### src/rtl/universal_shift_reg.sv
// Universal shift register: parallel load plus counted bursts of shift/rotate
// operations, sequenced by a three-state IDLE/SHIFT/DONE controller.
module universal_shift_reg #(
  parameter int WIDTH = 8,
  parameter int CNT_W = 4
) (
  input  logic             clk,
  input  logic             rst,
  input  logic             load,
  input  logic [WIDTH-1:0] d,
  input  logic             start,
  input  logic [2:0]       mode,
  input  logic [CNT_W-1:0] count,
  input  logic             sin,
  output logic [WIDTH-1:0] q,
  output logic             sout,
  output logic             busy,
  output logic             done
);

  typedef enum logic [1:0] {
    IDLE  = 2'b00,
    SHIFT = 2'b01,
    DONE  = 2'b10
  } state_t;

  state_t           state_r;
  state_t           state_next_s;
  logic [2:0]       mode_r;
  logic [CNT_W-1:0] cnt_r;
  logic [WIDTH-1:0] q_r;
  logic             sout_r;
  logic             busy_r;
  logic             done_r;
  logic [WIDTH-1:0] q_shift_s;
  logic             sout_shift_s;

  // Next-state decode; load has priority over start while idle
  always_comb begin
    state_next_s = state_r;
    case (state_r)
      IDLE: begin
        if (load) begin
          state_next_s = IDLE;
        end else if (start) begin
          if (count == {CNT_W{1'b0}}) begin
            state_next_s = DONE;
          end else begin
            state_next_s = SHIFT;
          end
        end else begin
          state_next_s = IDLE;
        end
      end
      SHIFT: begin
        if (cnt_r <= CNT_W'(1)) begin
          state_next_s = DONE;
        end else begin
          state_next_s = SHIFT;
        end
      end
      DONE:    state_next_s = IDLE;
      default: state_next_s = IDLE;
    endcase
  end

  // One shift/rotate step of the captured mode; reserved modes hold
  always_comb begin
    q_shift_s    = q_r;
    sout_shift_s = sout_r;
    case (mode_r)
      3'b000: begin
        q_shift_s    = {q_r[WIDTH-2:0], sin};
        sout_shift_s = q_r[WIDTH-1];
      end
      3'b001: begin
        q_shift_s    = {sin, q_r[WIDTH-1:1]};
        sout_shift_s = q_r[0];
      end
      3'b010: begin
        q_shift_s    = {q_r[WIDTH-2:0], q_r[WIDTH-1]};
        sout_shift_s = q_r[WIDTH-1];
      end
      3'b011: begin
        q_shift_s    = {q_r[0], q_r[WIDTH-1:1]};
        sout_shift_s = q_r[0];
      end
      3'b100: begin
        q_shift_s    = {q_r[WIDTH-1], q_r[WIDTH-1:1]};
        sout_shift_s = q_r[0];
      end
      default: begin
        q_shift_s    = q_r;
        sout_shift_s = sout_r;
      end
    endcase
  end

  // Controller state register
  always_ff @(posedge clk) begin
    if (rst) begin
      state_r <= IDLE;
    end else begin
      state_r <= state_next_s;
    end
  end

  // Datapath, burst bookkeeping and registered status flags
  always_ff @(posedge clk) begin
    if (rst) begin
      q_r    <= {WIDTH{1'b0}};
      sout_r <= 1'b0;
      mode_r <= 3'b000;
      cnt_r  <= {CNT_W{1'b0}};
      busy_r <= 1'b0;
      done_r <= 1'b0;
    end else begin
      busy_r <= (state_next_s == SHIFT);
      done_r <= (state_next_s == DONE);
      case (state_r)
        IDLE: begin
          if (load) begin
            q_r <= d;
          end else if (start) begin
            mode_r <= mode;
            cnt_r  <= count;
          end
        end
        SHIFT: begin
          q_r    <= q_shift_s;
          sout_r <= sout_shift_s;
          cnt_r  <= cnt_r - CNT_W'(1);
        end
        default: begin
          q_r <= q_r;
        end
      endcase
    end
  end

  assign q    = q_r;
  assign sout = sout_r;
  assign busy = busy_r;
  assign done = done_r;

endmodule

### config.mk
export PLATFORM = sky130hd
export DESIGN_NAME = universal_shift_reg
export DESIGN_NICKNAME = d
export VERILOG_FILES = /design/src/rtl/universal_shift_reg.sv
export SDC_FILE = /design/constraint.sdc
export NUM_CORES = 1
export LEC_CHECK = 0
export BUFFER_PORTS_ARGS = -buffer_cell sky130_fd_sc_hd__buf_2
export CORE_AREA = 2 2 53 55
export CTS_CLUSTER_SIZE = 20
export DETAILED_ROUTE_END_ITERATION = 8
export DIE_AREA = 0 0 55 57
export GPL_ROUTABILITY_DRIVEN = 0
export PLACE_DENSITY = 0.73
export SYNTH_ARGS = -nofsm -noshare
export SYNTH_HDL_FRONTEND = slang
export SYNTH_SLANG_ARGS = --single-unit
### constraint.sdc
create_clock -name clk -period 1.8 [get_ports clk]
set_clock_uncertainty 0.1 [all_clocks]
set_input_delay 0.27 -clock clk [delete_from_list [all_inputs] [get_ports clk]]
set_output_delay 0.27 -clock clk [all_outputs]
set_load 0.02 [all_outputs]
# After elaboration in Yosys (flattened, before gate mapping)
# Cells that the tools add are included.
# W data, S select, Z words.
[word_totals]
word_cells = 48
reg_bits = 20
out_inout_bits = 11
in_bits = 20
[op_classes]
add_sub_neg = 1
order_cmp = 1
reduce_logical = 12
n_mux = 12
bitwise = 1
eq_ne = 13
[ops]
columns = ["op", "n"]
rows = [
  ["$pmux W8 S5", 1],
  ["$pmux W8 S2", 1],
  ["$reduce_and A3 Y1", 3],
  ["$mux W2", 4],
  ["$mux W4", 2],
  ["$mux W8", 1],
  ["$ne A2 B2 Y1 const B", 4],
  ["$pmux W4 S2", 1],
  ["$eq A3 B2 Y1 const B", 2],
  ["$ne A6 B1 Y1 const B", 1],
  ["$ne A5 B1 Y1 const B", 1],
  ["$eq A2 B1 Y1 const B", 2],
  ["$le A4 B1 Y1 const B", 1],
  ["$logic_not A4 Y1", 1],
  ["$pmux W2 S2", 1],
  ["$reduce_and A4 Y1", 1],
  ["$reduce_bool A2 Y1", 2],
  ["$sub A4 B1 Y4 const B", 1],
  ["$eq A3 B1 Y1 const B", 1],
  ["$eq A3 B3 Y1 const B", 1],
  ["$logic_not A3 Y1", 1],
  ["$reduce_or A3 Y1", 1],
  ["$eq A2 B2 Y1 const B", 1],
  ["$logic_not A2 Y1", 1],
  ["4 further kinds", 4],
]

# Longest topological paths before layout
# Gate-level depths: netlist of the first run.
[depth]
depth_word = 6
ltp_mapped = 7
mapped_depth_nobuf = 6

# Worst setup path before layout of the first run
# No wires, ideal clock.
[synth_path]
kind = "register -> register"
from = "reg mode_r[0]"
to = "reg q_r[6], in the netlist q[6]"
setup_slack_ns = 0.365
n_path_buf = 2
synth_period_minus_slack_ns = 1.435
path_stages_with_launch = 7
required_ns = 1.569
t_arrival_ns = 1.204
setup_ns = 0.131
cell_sequence = "dfxtp_1 buf_6 or3b_1 buf_2 nand3_1 a311o_1 a21oi_2"
[synth_via]
elab_chain_len = 3
word_cells_on_any_way = 9
classes_between = "eq/ne: 5; mux: 2; reduce/logical: 2"
[synth_lines]
columns = ["item", "line", "text"]
rows = [
  ["from (decl)", "29", "logic [2:0] mode_r;"],
  ["from (signal assigned)", "125", "mode_r <= mode;"],
  ["$eq A3 B3 Y1 (tied with other cells)", "71", "case (mode_r)"],
  ["$pmux W8 S5 / $ne A6 B1 Y1 (equally long branches)", "-", ""],
  ["$pmux W8 S2 / $reduce_and A3 Y1 (equally long branches)", "-", ""],
  ["to (signal assigned)", "111", "q_r <= {WIDTH{1'b0}};"],
  ["to (signal assigned)", "130", "q_r <= q_shift_s;"],
  ["to (signal assigned)", "135", "q_r <= q_r;"],
  ["to (decl)", "31", "logic [WIDTH-1:0] q_r;"],
]
# Several ways; a longest one is shown, not always the timed one.
# A chain may end at the register's enable or synchronous reset.

# Final worst setup path of the first run
[layout_path]
from = "reg mode_r[0]"
to = "reg q_r[5], in the netlist q[5]"
# Same word-level chain as after synthesis.

==> out/qor.csv, run 1 <==
stage;metric;value;unit
status;outcome;completed;
finish;fraction of layout cells with a size suffix above 1;26.4;%
sta;Setup violations, final;0;
sta;setup ws final;0.196;ns
placement;detailed placement HPWL;2.07;mm
synthesis;complex-gate fraction of the synthesized area;25.9;%
setup_path;R2R Path End;q[5]$_SDFFE_PP0P_;
grt;vias in the first global route;1087;
clock_network;Post-CTS Resized;0;
die;Initial Util;46.1;%
clock_network;clock buffer count from CTS;3;
synthesis;FF+latch count, synth;20;
setup_path;FF-to-FF path depth;4;
drt;Pre-Repair DR Iteration Count;4;
sta;Slew HR;73.9;%
worst_hold_path;Hold Crit Start;mode[1];
finish;area growth from synthesis to layout;14.2;%
synthesis;Syn Area/Cell;8.20;sq um
synthesis;Mapped Cells;147;
clock_network;hold_buf cts;0;
finish;Ant. Diodes;0;
synthesis;Most used DFF post-synth;dfxtp_1;
clock_network;number of H-tree levels;1;
drt;DR vias;1137;
sta;Tightest Pin Transition;0.389;ns
pwr;maximum vdd drop;0.453;mV
die;DIE AREA;0.00314;sq mm
pwr;Pwr per Cell Area;804;mW/mm^2
drt;Avg WL per Cell;13.7;microns
synthesis;Post-Synthesis Cell Area;0.00120;sq mm
die;row count;19;
drt;DRT antenna net count;0;
grt;largest net degree at the start of global routing;22;
die;DIE HEIGHT;57;microns
setup_path;critical path class;reg2reg;
synthesis;post-synth top area share;33.2;%
setup_path;CP Capture Type;flip-flop;
setup_path;Worst Setup Start Kind;flip-flop;
worst_hold_path;WHS Path Cells;3;
sta;RSZ-0062 raised after global routing;no;
drt;DR iter-0 viols;27;
clock_network;maximum root-to-sink buffer count;2;
finish;Final Util;52.6;%
synthesis;Synthesis Warnings;0;
synthesis;sequential share of the synthesized area;33.2;%
die;IO Pins;31;
grt;GRT Overall Usage;19.9;%
synthesis;syn nets;169;
synthesis;Distinct cells, synth;40;
sta;Setup Total Neg Slack;0;ns
clock_network;Root Buffer Master;clkbuf_4;
synthesis;Async SR Flop Fraction;0;%
drt;# DRC;0;
synthesis;Synth Area in Adders;2.08;%
clock_network;Clock Latency Late Sink;0.30;ns
setup_path;crit-path max FO;9;
die;Core Area;0.00262;sq mm
sta;Final Hold Fails;0;
synthesis;number of flops mapped to enable cells by yosys;0;
setup_path;Req. time, crit path;1.93;ns
worst_hold_path;Hold Crit Class;in2reg;
setup_path;worst reg2reg path startpoint;mode_r[0]$_SDFFE_PP0P_;
synthesis;Synth Area in XOR/XNOR;0;%
job;maxcap violations;0;
synthesis;Area contributors post-synth;dfxtp_1 33%, a21oi_1 6.2%, a311o_1 5.0%;
synthesis;post-synthesis mux area share;4.15;%
sta;Final Max Tran Viols;0;
synthesis;post-synthesis simple-gate area fraction;26.1;%
synthesis;main combinational cell family by area after synthesis;simple AND/OR/NAND/NOR gates;
setup_path;Worst Path Arrival;1.74;ns
grt;first-pass GRT wire length;4.71;mm
placement;Port Buffers;30;
pwr;Leakage;0.554;nW
setup_path;FF-to-FF setup slack;0.20;ns
worst_hold_path;hold worst-path end;mode_r[1]$_SDFFE_PP0P_;
drt;routed vias/inst;5.55;
clock_network;clock sinks;20;
placement;Setup Slack @ Placement;0.193;ns
sta;Fmax achieved;623;MHz
drt;Routed WL;2.80;mm
clock_network;post-CTS setup buffers;0;
sta;Final Cycle Share;89.1;%
die;chip width;55;microns
clock_network;CTS tree;yes;
clock_network;Reg clk slew, reported paths;0.12;ns
finish;Final nets;197;
grt;GR Overflow Total;0;
grt;initial antenna violation count;0;
synthesis;Synth area leader;dfxtp_1;
sta;Period minus WS final;1.60;ns
==> registers in the layout, indices dropped and copies added, names as in the netlist <==
signal,cells
q,8
cnt_r,4
mode_r,3
state_r,2
busy,1
done,1
sout,1
==> per-stage QoR <==
step	total power [mW]	hold slack (ns)	cells	instance area [sq um]
6_report	1.11	0.119	205	1380
5_1_grt	1.18	0.122	205	1380
4_1_cts	1.12	0.115	205	1380
3_5_place_dp	0.854	0.379	201	1340
3_3_place_gp	0.842	0.378	201	1340
2_1_floorplan	0.771	0.317	147	1200
==> cells in the final DEF (no fill, tap or decap), types with 2 or more instances in the layout <==
cell / instances
a21oi_1: 15
a311o_1: 6
buf_2: 30
buf_4: 4
clkbuf_4: 3
dfxtp_1: 19
ha_1: 2
inv_1: 5
mux2i_1: 5
nand2_1: 10
nand2b_1: 2
nand3_1: 7
nor2_1: 16
nor2b_1: 5
nor3_1: 4
nor4_1: 3
o21ai_0: 11
o21ai_2: 2
or3_1: 3
==> layout make-up <==
| cell class | count | area, sq um |
|---|---|---|
| fill | 272 | 1240 |
| multi-input combinational | 111 | 701 |
| sequential | 20 | 402 |
| timing repair buffer | 34 | 180 |
| tap | 31 | 38.8 |
| clock buffer | 4 | 36.3 |
| inverter | 5 | 18.8 |
==> logic make-up (layout without fill, tap and decap cells) <==
logic type / after synthesis / in the layout
and+or+nand+nor: 58 / 58
AOI/OAI and AO/OA: 46 / 46
DFF: 20 / 20
buffers and inverters: 16 / 43
muxes: 5 / 5
adders and majority gates: 2 / 2
==> critical path, stage by stage, from the launching register on <==
cell     delay, ns
dfxtp_1       0.55
or3b_1        0.28
nand3_1       0.12
a311o_1       0.36
a21oi_1       0.12
==> cell usage after synthesis, types with 2 or more instances <==
cell type / instances
nand2_1: 10
nor2_1: 16
or3_1: 3
a311o_1: 6
ha_1: 2
dfxtp_1: 20
inv_1: 5
mux2i_1: 5
buf_2: 2
buf_6: 5
a21oi_1: 15
nand3_1: 7
nor3_1: 4
nand2b_1: 2
nor2b_1: 5
o21ai_2: 2
clkbuf_1: 3
o21ai_0: 11
nor4_1: 3
==> metal layers <==
metal	vias up	track usage, %	part of all wire (%)
met5	-	0	0
met4	0	8.36	1.3
met3	4	2.36	4.1
met2	26	31.8	48
met1	517	26.8	47
li1	590	-	-
==> how the worst max path moves through the flow <==
stage,start,to
floorplan,mode_r[0]$_SDFFE_PP0P_,q[6]$_SDFFE_PP0P_
global placement,state_r[0]$_SDFF_PP0_,q[2]$_SDFFE_PP0P_
detailed placement,state_r[0]$_SDFF_PP0_,cnt_r[3]$_SDFFE_PP0P_
CTS,state_r[0]$_SDFF_PP0_,q[1]$_SDFFE_PP0P_
global route,mode_r[0]$_SDFFE_PP0P_,q[6]$_SDFFE_PP0P_
finish,mode_r[0]$_SDFFE_PP0P_,q[5]$_SDFFE_PP0P_
==> where the power goes <==
part / internal (mW) / leakage, nW / switching, mW
Combinational: 0.137 / 0.368 / 0.170
Sequential: 0.487 / 0.165 / 0.0523
Clock: 0.123 / 0.0210 / 0.139
Total: 0.747 / 0.554 / 0.360
Power figures use the tool's default switching activity.
==> run 2: changes to the inputs <==
--- a/config.mk
+++ b/config.mk
@@ -8,8 +8,8 @@
 export BUFFER_PORTS_ARGS = -buffer_cell sky130_fd_sc_hd__buf_2
-export CORE_AREA = 2 2 53 55
+export CORE_AREA = 2 2 60 48
 export CTS_CLUSTER_SIZE = 20
 export DETAILED_ROUTE_END_ITERATION = 8
-export DIE_AREA = 0 0 55 57
+export DIE_AREA = 0 0 62 50
 export GPL_ROUTABILITY_DRIVEN = 0
-export PLACE_DENSITY = 0.73
+export PLACE_DENSITY = 0.75
 export SYNTH_ARGS = -nofsm -noshare
--- a/constraint.sdc
+++ b/constraint.sdc
@@ -4,2 +4,2 @@
 set_output_delay 0.27 -clock clk [all_outputs]
-set_load 0.02 [all_outputs]
+set_load 0.005 [all_outputs]
==> out/qor.csv, run 2 (synthesized netlist as in run 1, its figures left out) <==
stage;metric;value;unit
setup_path;Worst Path Arrival;1.76;ns
finish;Fillers;237;
setup_path;FF-to-FF path depth;4;
clock_network;Reg clk slew, reported paths;0.11;ns
clock_network;Root Buffer Master;clkbuf_4;
sta;Tightest Pin Transition;0.394;ns
die;Initial Util;48.2;%
sta;Min Hold Slack;0.0899;ns
job;maxcap violations;0;
setup_path;CP Capture Type;flip-flop;
finish;most common cell after layout, fill and taps aside;buf_2;
grt;first-pass GRT wire length;4.62;mm
finish;fraction of layout cells with a size suffix above 1;26.0;%
setup_path;crit-path max FO;9;
clock_network;Clock Latency Late Sink;0.31;ns
sta;RSZ-0062 raised after global routing;no;
worst_hold_path;Hold Crit Class;in2reg;
drt;DR vias;1186;
pwr;maximum vdd drop;0.431;mV
finish;final instance area;0.00137;sq mm
drt;# DRC;0;
finish;area growth from synthesis to layout;13.6;%
sta;Final Hold Fails;0;
placement;Placed Area;0.00135;sq mm
sta;Final Cycle Share;89.7;%
grt;vias in the first global route;993;
finish;Finished Layout Cells;209;
clock_network;clock sinks;20;
setup_path;Req. time, crit path;1.94;ns
sta;Setup Total Neg Slack;0;ns
sta;Fmax achieved;619;MHz
setup_path;Worst Setup Start Kind;flip-flop;
clock_network;CTS tree;yes;
die;DIE AREA;0.00310;sq mm
die;row count;16;
grt;largest net degree at the start of global routing;22;
die;chip width;62;microns
sta;Setup violations, final;0;
pwr;Leakage;0.547;nW
sta;Period minus WS final;1.62;ns
finish;Final nets;197;
worst_hold_path;WHS Path Cells;3;
setup_path;critical path class;reg2reg;
sta;Slew HR;73.1;%
clock_network;number of H-tree levels;1;
finish;Ant. Diodes;0;
drt;Avg WL per Cell;13.5;microns
drt;Routed WL;2.81;mm
die;Core Area;0.00250;sq mm
status;outcome;completed;
sta;Final Max Tran Viols;0;
grt;initial antenna violation count;0;
placement;Port Buffers;30;
pwr;Pwr per Cell Area;759;mW/mm^2
die;DIE HEIGHT;50;microns
drt;DRT antenna net count;0;
finish;max reg flops;8;
drt;DR iter-0 viols;104;
clock_network;clock buffer count from CTS;3;
die;IO Pins;31;
grt;GRT Overall Usage;19.6;%
clock_network;maximum root-to-sink buffer count;2;
clock_network;post-CTS setup buffers;0;
finish;Final Util;54.7;%
placement;DP Cell Count;206;
grt;GR Overflow Total;0;
drt;routed vias/inst;5.67;
drt;Pre-Repair DR Iteration Count;4;
placement;detailed placement HPWL;2.08;mm
finish;most frequent cells in the layout;30 x buf_2, 19 x dfxtp_1, 16 x nor2_1;
## run 2: repair_timing
item / CTS / global route
hold buffers: 0 / 0
resized for setup: 0 / 1
setup endpoints to repair: 0 / 1
hold endpoints to repair: 0 / 0
## run 2: cell type report
type / count / area [sq um] / area share [%]
multi-input combinational: 111 / 701 / 51.2
inverter: 5 / 18.8 / 1.37
timing repair buffer: 34 / 180 / 13.2
tap: 36 / 45.0 / 3.29
clock buffer: 3 / 22.5 / 1.65
sequential: 20 / 402 / 29.3
## run 2: metal layers
metal / track usage [%] / vias up / part of all wire, %
li1: - / 588 / -
met5: 0 / - / 0
met2: 27.8 / 37 / 44
met3: 6.30 / 2 / 5.8
met1: 29.1 / 559 / 50
met4: 3.19 / 0 / 0.46
## run 2: per-stage QoR
step | total power [mW] | worst slack [ns]
floorplan | 0.743 | 0.365
CTS | 1.03 | 0.114
finish | 1.04 | 0.185
global placement | 0.813 | 0.228
detailed placement | 0.823 | 0.145
global route | 1.10 | 0.0258
## run 2: critical path, cell delays in order, from the launching register on
cell and delay, ns:
dfxtp_1 0.54, or3b_1 0.30, nand3_1 0.12, a311o_1 0.37
a21oi_1 0.12
## run 2: power breakdown
part	leakage, nW	internal [mW]	total (mW)	switching, mW
Clock	0.0138	0.0782	0.220	0.142
Sequential	0.165	0.486	0.540	0.0536
Combinational	0.368	0.136	0.278	0.142
Total	0.547	0.701	1.04	0.337
## run 2: worst paths after layout
path                       endpoint              startpoint  slack, ns
max               q[5]$_SDFFE_PP0P_  mode_r[0]$_SDFFE_PP0P_       0.18
max reg2reg       q[5]$_SDFFE_PP0P_  mode_r[0]$_SDFFE_PP0P_       0.18
min reg2reg       q[4]$_SDFFE_PP0P_       q[4]$_SDFFE_PP0P_       0.40
min          mode_r[1]$_SDFFE_PP0P_                 mode[1]       0.09
